--- src/rtl/sd_fsm_pkg.sv ---
// Shared constants and helpers for the programmable serial sequence detector.
package sd_fsm_pkg;

  localparam logic [7:0] SD_DEF_PAT = 8'b0000_1011;
  localparam int         SD_DEF_LEN = 4;
  localparam bit         SD_DEF_OVL = 1'b1;

  // Width needed to hold a length value in the range 0..max_len.
  function automatic int len_w(input int max_len);
    return $clog2(max_len + 1);
  endfunction

  // Low 'len' bits set; callers truncate to their pattern width.
  function automatic logic [31:0] mask(input int len);
    logic [31:0] m;
    m = '0;
    for (int i = 0; i < 32; i++) begin
      m[i] = (i < len);
    end
    return m;
  endfunction

endpackage

--- src/rtl/sd_sat_counter.sv ---
// Saturating up-counter with synchronous clear; clear wins over increment.
module sd_sat_counter #(
  parameter int CNT_W = 8
) (
  input  logic             i_clk,
  input  logic             i_rst,
  input  logic             i_inc,
  input  logic             i_clr,
  output logic [CNT_W-1:0] o_count
);

  logic [CNT_W-1:0] r_count;

  always_ff @(posedge i_clk) begin
    if (i_rst || i_clr) begin
      r_count <= '0;
    end else if (i_inc && (r_count != {CNT_W{1'b1}})) begin
      r_count <= r_count + CNT_W'(1);
    end
  end

  assign o_count = r_count;

endmodule

--- src/rtl/sd_fsm_prog.sv ---
// Programmable serial sequence detector: run-time pattern/length/overlap,
// input-valid qualifier, registered one-cycle match pulse and match counter.
module sd_fsm_prog
  import sd_fsm_pkg::*;
#(
  parameter int                   MAX_LEN     = 8,
  parameter int                   CNT_W       = 8,
  parameter logic [MAX_LEN-1:0]   DEFAULT_PAT = MAX_LEN'(SD_DEF_PAT),
  parameter int                   DEFAULT_LEN = SD_DEF_LEN,
  parameter bit                   DEFAULT_OVL = SD_DEF_OVL,
  localparam int                  LEN_W       = len_w(MAX_LEN)
) (
  input  logic               clock,
  input  logic               reset,
  input  logic               sequence_in,
  input  logic               in_valid,
  input  logic               pat_load,
  input  logic [MAX_LEN-1:0] pat_value,
  input  logic [LEN_W-1:0]   pat_len,
  input  logic               ovl_en,
  input  logic               count_clr,
  output logic               detector_out,
  output logic [CNT_W-1:0]   match_count,
  output logic [LEN_W-1:0]   cur_len
);

  localparam logic [LEN_W-1:0] MAX_LEN_V = LEN_W'(MAX_LEN);

  logic [MAX_LEN-1:0] r_pat;
  logic [LEN_W-1:0]   r_len;
  logic               r_ovl;
  logic [MAX_LEN-1:0] r_hist;
  logic [LEN_W-1:0]   r_fill;
  logic               r_det;

  logic               w_accept;
  logic [MAX_LEN-1:0] w_hist_n;
  logic [LEN_W-1:0]   w_fill_n;
  logic [MAX_LEN-1:0] w_mask;
  logic               w_match;
  logic [LEN_W-1:0]   w_len_leg;

  always_comb begin
    w_accept = in_valid && !pat_load;
    w_hist_n = {r_hist[MAX_LEN-2:0], sequence_in};
    w_fill_n = (r_fill >= MAX_LEN_V) ? MAX_LEN_V : r_fill + LEN_W'(1);
    w_mask   = MAX_LEN'(mask(int'(r_len)));
    // A match needs at least len bits since the last clear and agreement on the low len bits.
    w_match  = w_accept && (w_fill_n >= r_len) &&
               (((w_hist_n ^ r_pat) & w_mask) == '0);
  end

  always_comb begin
    if (pat_len == '0) begin
      w_len_leg = LEN_W'(1);
    end else if (pat_len > MAX_LEN_V) begin
      w_len_leg = MAX_LEN_V;
    end else begin
      w_len_leg = pat_len;
    end
  end

  always_ff @(posedge clock) begin
    if (reset) begin
      r_pat  <= DEFAULT_PAT;
      r_len  <= LEN_W'(DEFAULT_LEN);
      r_ovl  <= DEFAULT_OVL;
      r_hist <= '0;
      r_fill <= '0;
      r_det  <= 1'b0;
    end else if (pat_load) begin
      r_pat  <= pat_value;
      r_len  <= w_len_leg;
      r_ovl  <= ovl_en;
      r_hist <= '0;
      r_fill <= '0;
      r_det  <= 1'b0;
    end else if (in_valid) begin
      r_det <= w_match;
      // Non-overlapping mode discards the matched bits so the next match starts fresh.
      if (w_match && !r_ovl) begin
        r_hist <= '0;
        r_fill <= '0;
      end else begin
        r_hist <= w_hist_n;
        r_fill <= w_fill_n;
      end
    end else begin
      r_det <= 1'b0;
    end
  end

  sd_sat_counter #(
    .CNT_W (CNT_W)
  ) u_match_cnt (
    .i_clk   (clock),
    .i_rst   (reset),
    .i_inc   (w_match),
    .i_clr   (count_clr || pat_load),
    .o_count (match_count)
  );

  assign detector_out = r_det;
  assign cur_len      = r_len;

endmodule

--- config.mk ---
export PLATFORM = sky130hd
export DESIGN_NAME = sd_fsm_prog
export DESIGN_NICKNAME = d
export VERILOG_FILES = /design/src/rtl/sd_fsm_pkg.sv /design/src/rtl/sd_sat_counter.sv /design/src/rtl/sd_fsm_prog.sv
export SDC_FILE = /design/constraint.sdc
export NUM_CORES = 1
export LEC_CHECK = 0
export BUFFER_PORTS_ARGS = -buffer_cell sky130_fd_sc_hd__buf_4
export CORE_ASPECT_RATIO = 1.1
export CORE_MARGIN = 1.5
export CORE_UTILIZATION = 55
export DETAILED_ROUTE_END_ITERATION = 8
export GPL_TIMING_DRIVEN = 0
export PLACE_DENSITY = 0.8
export SLEW_MARGIN = 10
export SYNTH_ARGS = -nofsm -noshare
export SYNTH_HDL_FRONTEND = slang
export SYNTH_HIERARCHICAL = 1
export SYNTH_SLANG_ARGS = --single-unit
--- constraint.sdc ---
create_clock -name clock -period 6.42 [get_ports clock]
set_input_delay 1.284 -clock clock [delete_from_list [all_inputs] [get_ports clock]]
set_output_delay 1.284 -clock clock [all_outputs]
set_load 0.02 [all_outputs]
==> metrics.md <==
| Metric | Value |
|---|---|
| Initial DRC Count | `46` |
| CP Launch Type | `flop` |
| Status | `complete, no violations` |
| Post-DP HPWL | `about 2.7 mm` |
| Routed Antenna Nets | `0` |
| FP Rows | `20` |
| Filler cells | `233` |
| Post-CTS setup buffer count | `0` |
| Die area | `3320 um^2` |
| Final setup viols | `0` |
| Synth Instances | `between 150 and 200` |
| RePlAce Congestion | `0.802` |
| Layout cell share with drive strength beyond 1 | `23.1%` |
| Power Dens Cells | `~190 nW/um^2` |
| Post-synth EDFFs | `0` |
| Final hold viol count | `0` |
| Fmax | `349 MHz` |
| Clock sink count | `33` |
| Yosys cell types | `47` |
| Total CTS buffers | `5` |
| # IOs | `32` |
| Via density | `5.87` |
| Global-route wire length before repair | `5.75 mm` |
| CP Capture Type | `flop` |
| Placed Cells | `roughly 230` |
| Via count | `about 1,400` |
| Resized cells post-CTS | `0` |
| Die span in y | `between 60 and 70 um` |
| Most common cell after layout, fill and taps aside | `dfxtp_1` |
| RSZ-0062 raised after global routing | `false` |
| DRT Wirelength | `3.56 mm` |
| Syn. warnings | `6` |
| Leakage power | `0.000833 uW` |
| H-tree depth | `2` |
| Largest net degree at the start of global routing | `11` |
| Reg2reg end | `u_match_cnt/o_count[7]$_SDFFE_PP0P_` |
| Number of global-route vias before repair | `1,333` |
| Synth top area cells | `dfxtp_1, mux2i_1, a32o_1` |
| Clk_lat worst skew | `0.34 ns` |
| Worst setup endpoint | `u_match_cnt/o_count[7]$_SDFFE_PP0P_` |
| Yosys reg bits | `33` |
| Setup TNS | `0 ns` |
| Worst-Margin Slew | `0.997 ns` |
| Seq/Total Area, Yosys | `40.2%` |
| Slew headroom | `33.0%` |
| Cell area after synthesis | `1640 um^2` |
| RR Startpoint | `r_fill[0]$_SDFFE_PP0P_` |
| Tot GR Track Use | `about a quarter` |
| Area delta synth->final | `19.8%` |
| CTS max path bufs | `2` |
| GRT overflow | `0` |
| Maximum VDD drop | `0.159 mV` |
| Critical Path AT | `3.11 ns` |
| Final Critical Period | `roughly 2.9 ns` |
| Pre-antenna DRT Iters | `6` |
| Final period util | `44.7%` |
| Die Wd | `55.1 um` |
| Final non-filler cell total | `roughly 240` |
| Ys flop type | `dfxtp_1` |
| Asr flop ratio synth | `0%` |
| Per-cell routed wire length | `between 10 and 15 um` |
| # hold bufs at CTS | `0` |
| Hold WC Path Type | `reg -> reg` |
| Starting density of the core | `58.6%` |
| Clock transition at path regs | `0.11 ns` |
| Count of pins over their slew limit | `0` |
| Area fraction of the dominant cell type after synthesis | `40.2%` |
| Worst reg2reg path depth | `10` |
| Most frequent cells in the layout | `dfxtp_1, buf_4, nor2_1, mux2i_1, nand2_1` |
| NumNets Final | `234` |
| CTS root buffer | `clkbuf_4` |
| R2R Setup Slk | `about 3.6 ns` |
| Syn_area_per_cell | `9.61 um^2` |
| Synth area leader | `dfxtp_1` |
| Crit path from | `r_fill[0]$_SDFFE_PP0P_` |
| Clk_skew | `0.0107 ns` |
| Ant diodes | `0` |
| WS Path Type | `reg -> reg` |
| IO buf count | `30` |
| DR DRC count | `0` |
| CP Max Fanout | `6` |
| CORE AREA | `2800 um^2` |
| Max Cap Violations | `0` |
| CTS tree | `done` |
| Syn nets | `197` |
| Required @ worst endpoint | `6.66 ns` |
| Initial antenna violation count | `0` |
-- area by class of cell --
| class | count | area (um^2) | share of cell area, % |
|---|---|---|---|
| clock buffer | 6 | 51.3 | 2.61 |
| multi-input combinational | 122 | 905 | 46.0 |
| inverter | 9 | 33.8 | 1.72 |
| tap | 33 | 41.3 | 2.10 |
| clock inverter | 1 | 7.51 | 0.381 |
| sequential | 33 | 661 | 33.6 |
| buffer | 7 | 43.8 | 2.23 |
| timing repair buffer | 30 | 225 | 11.4 |
-- cells by family (layout without fill, tap and decap cells) --
family                     count (synthesis)  after routing  synth area share [%]
and+or+nand+nor                           57             57                  20.0
xor gates and xnor gates                   9              9                  4.80
AOI/OAI and AO/OA                         34             34                  15.8
adders and majority gates                  7              7                  5.33
buffers and inverters                     16             53                  4.72
muxes                                     15             15                  9.14
DFF                                       33             33                  40.2
-- synthesized netlist by cell type, types with 2 or more instances --
master	count
nor2b_1	2
nand3_1	2
and3b_1	2
o21ai_0	2
a32o_1	10
ha_1	7
and4_1	2
buf_1	2
nor2_1	15
a21oi_1	8
mux2i_1	15
and3_1	2
buf_6	2
nand4_1	3
and2_1	3
or3_1	2
a31oi_1	2
xnor2_1	8
inv_1	8
nand2_1	12
o22ai_1	2
dfxtp_1	33
nand2b_1	2
buf_2	2
-- registers in the layout, indices dropped and copies added (netlist names) --
register / flops
r_pat: 8
r_hist: 7
r_ovl: 1
detector_out: 1
cur_len: 4
r_fill: 4
u_match_cnt/o_count: 8
-- worst max-delay path: stages (launching register included) --
cell	delay, ns
dfxtp_1	0.42
inv_1	0.06
ha_1	0.26
nor2b_1	0.24
ha_1	0.28
a2111oi_0	0.48
nor4b_2	0.12
and4_1	0.26
and4_1	0.28
a21oi_1	0.16
and3b_1	0.20
-- where the power goes --
| part | leakage, uW | total [uW] | internal [uW] | switching (uW) |
|---|---|---|---|---|
| Sequential | 0.000269 | 216 | 210 | 6.28 |
| Clock | 0.0000303 | 120 | 51.2 | 69.1 |
| Combinational | 0.000533 | 46.2 | 23.6 | 22.6 |
| Total | 0.000833 | 383 | 285 | 97.9 |
-- stage by stage --
| step | hold WS, ns | total power, uW | worst slack (ns) | area, um^2 | utilization [%] |
|---|---|---|---|---|---|
| 6_report | 0.506 | 383 | 3.55 | 1970 | 70.2 |
| 5_1_grt | 0.543 | 400 | 3.33 | 1970 | 70.2 |
| 4_1_cts | 0.509 | 387 | 3.57 | 1970 | 70.2 |
| 3_5_place_dp | 0.478 | 267 | 3.27 | 1910 | 68.1 |
| 3_3_place_gp | 0.477 | 265 | 3.34 | 1910 | 68.1 |
| 2_1_floorplan | 0.442 | 248 | 3.61 | 1640 | - |
-- per-layer routing --
layer / wire length, um / global-route usage [%] / vias up
met5: 0 / 0 / -
met4: 59 / 10.8 / 0
met3: 184 / 6.00 / 6
met2: 1850 / 43.4 / 45
met1: 1470 / 27.6 / 662
li1: - / - / 701
-- worst min path at each step --
stage                                        start                                   to  cells after the start
4_1_cts                         r_ovl$_SDFFE_PP1P_                   r_ovl$_SDFFE_PP1P_                      2
3_3_place_gp   u_match_cnt/o_count[1]$_SDFFE_PP0P_  u_match_cnt/o_count[1]$_SDFFE_PP0P_                      2
3_5_place_dp                    r_ovl$_SDFFE_PP1P_                   r_ovl$_SDFFE_PP1P_                      2
5_1_grt                      r_pat[1]$_SDFFE_PP1P_                r_pat[1]$_SDFFE_PP1P_                      2
6_report       u_match_cnt/o_count[1]$_SDFFE_PP0P_  u_match_cnt/o_count[1]$_SDFFE_PP0P_                      2
2_1_floorplan                   r_ovl$_SDFFE_PP1P_                   r_ovl$_SDFFE_PP1P_                      2
Power figures use the tool's default switching activity.
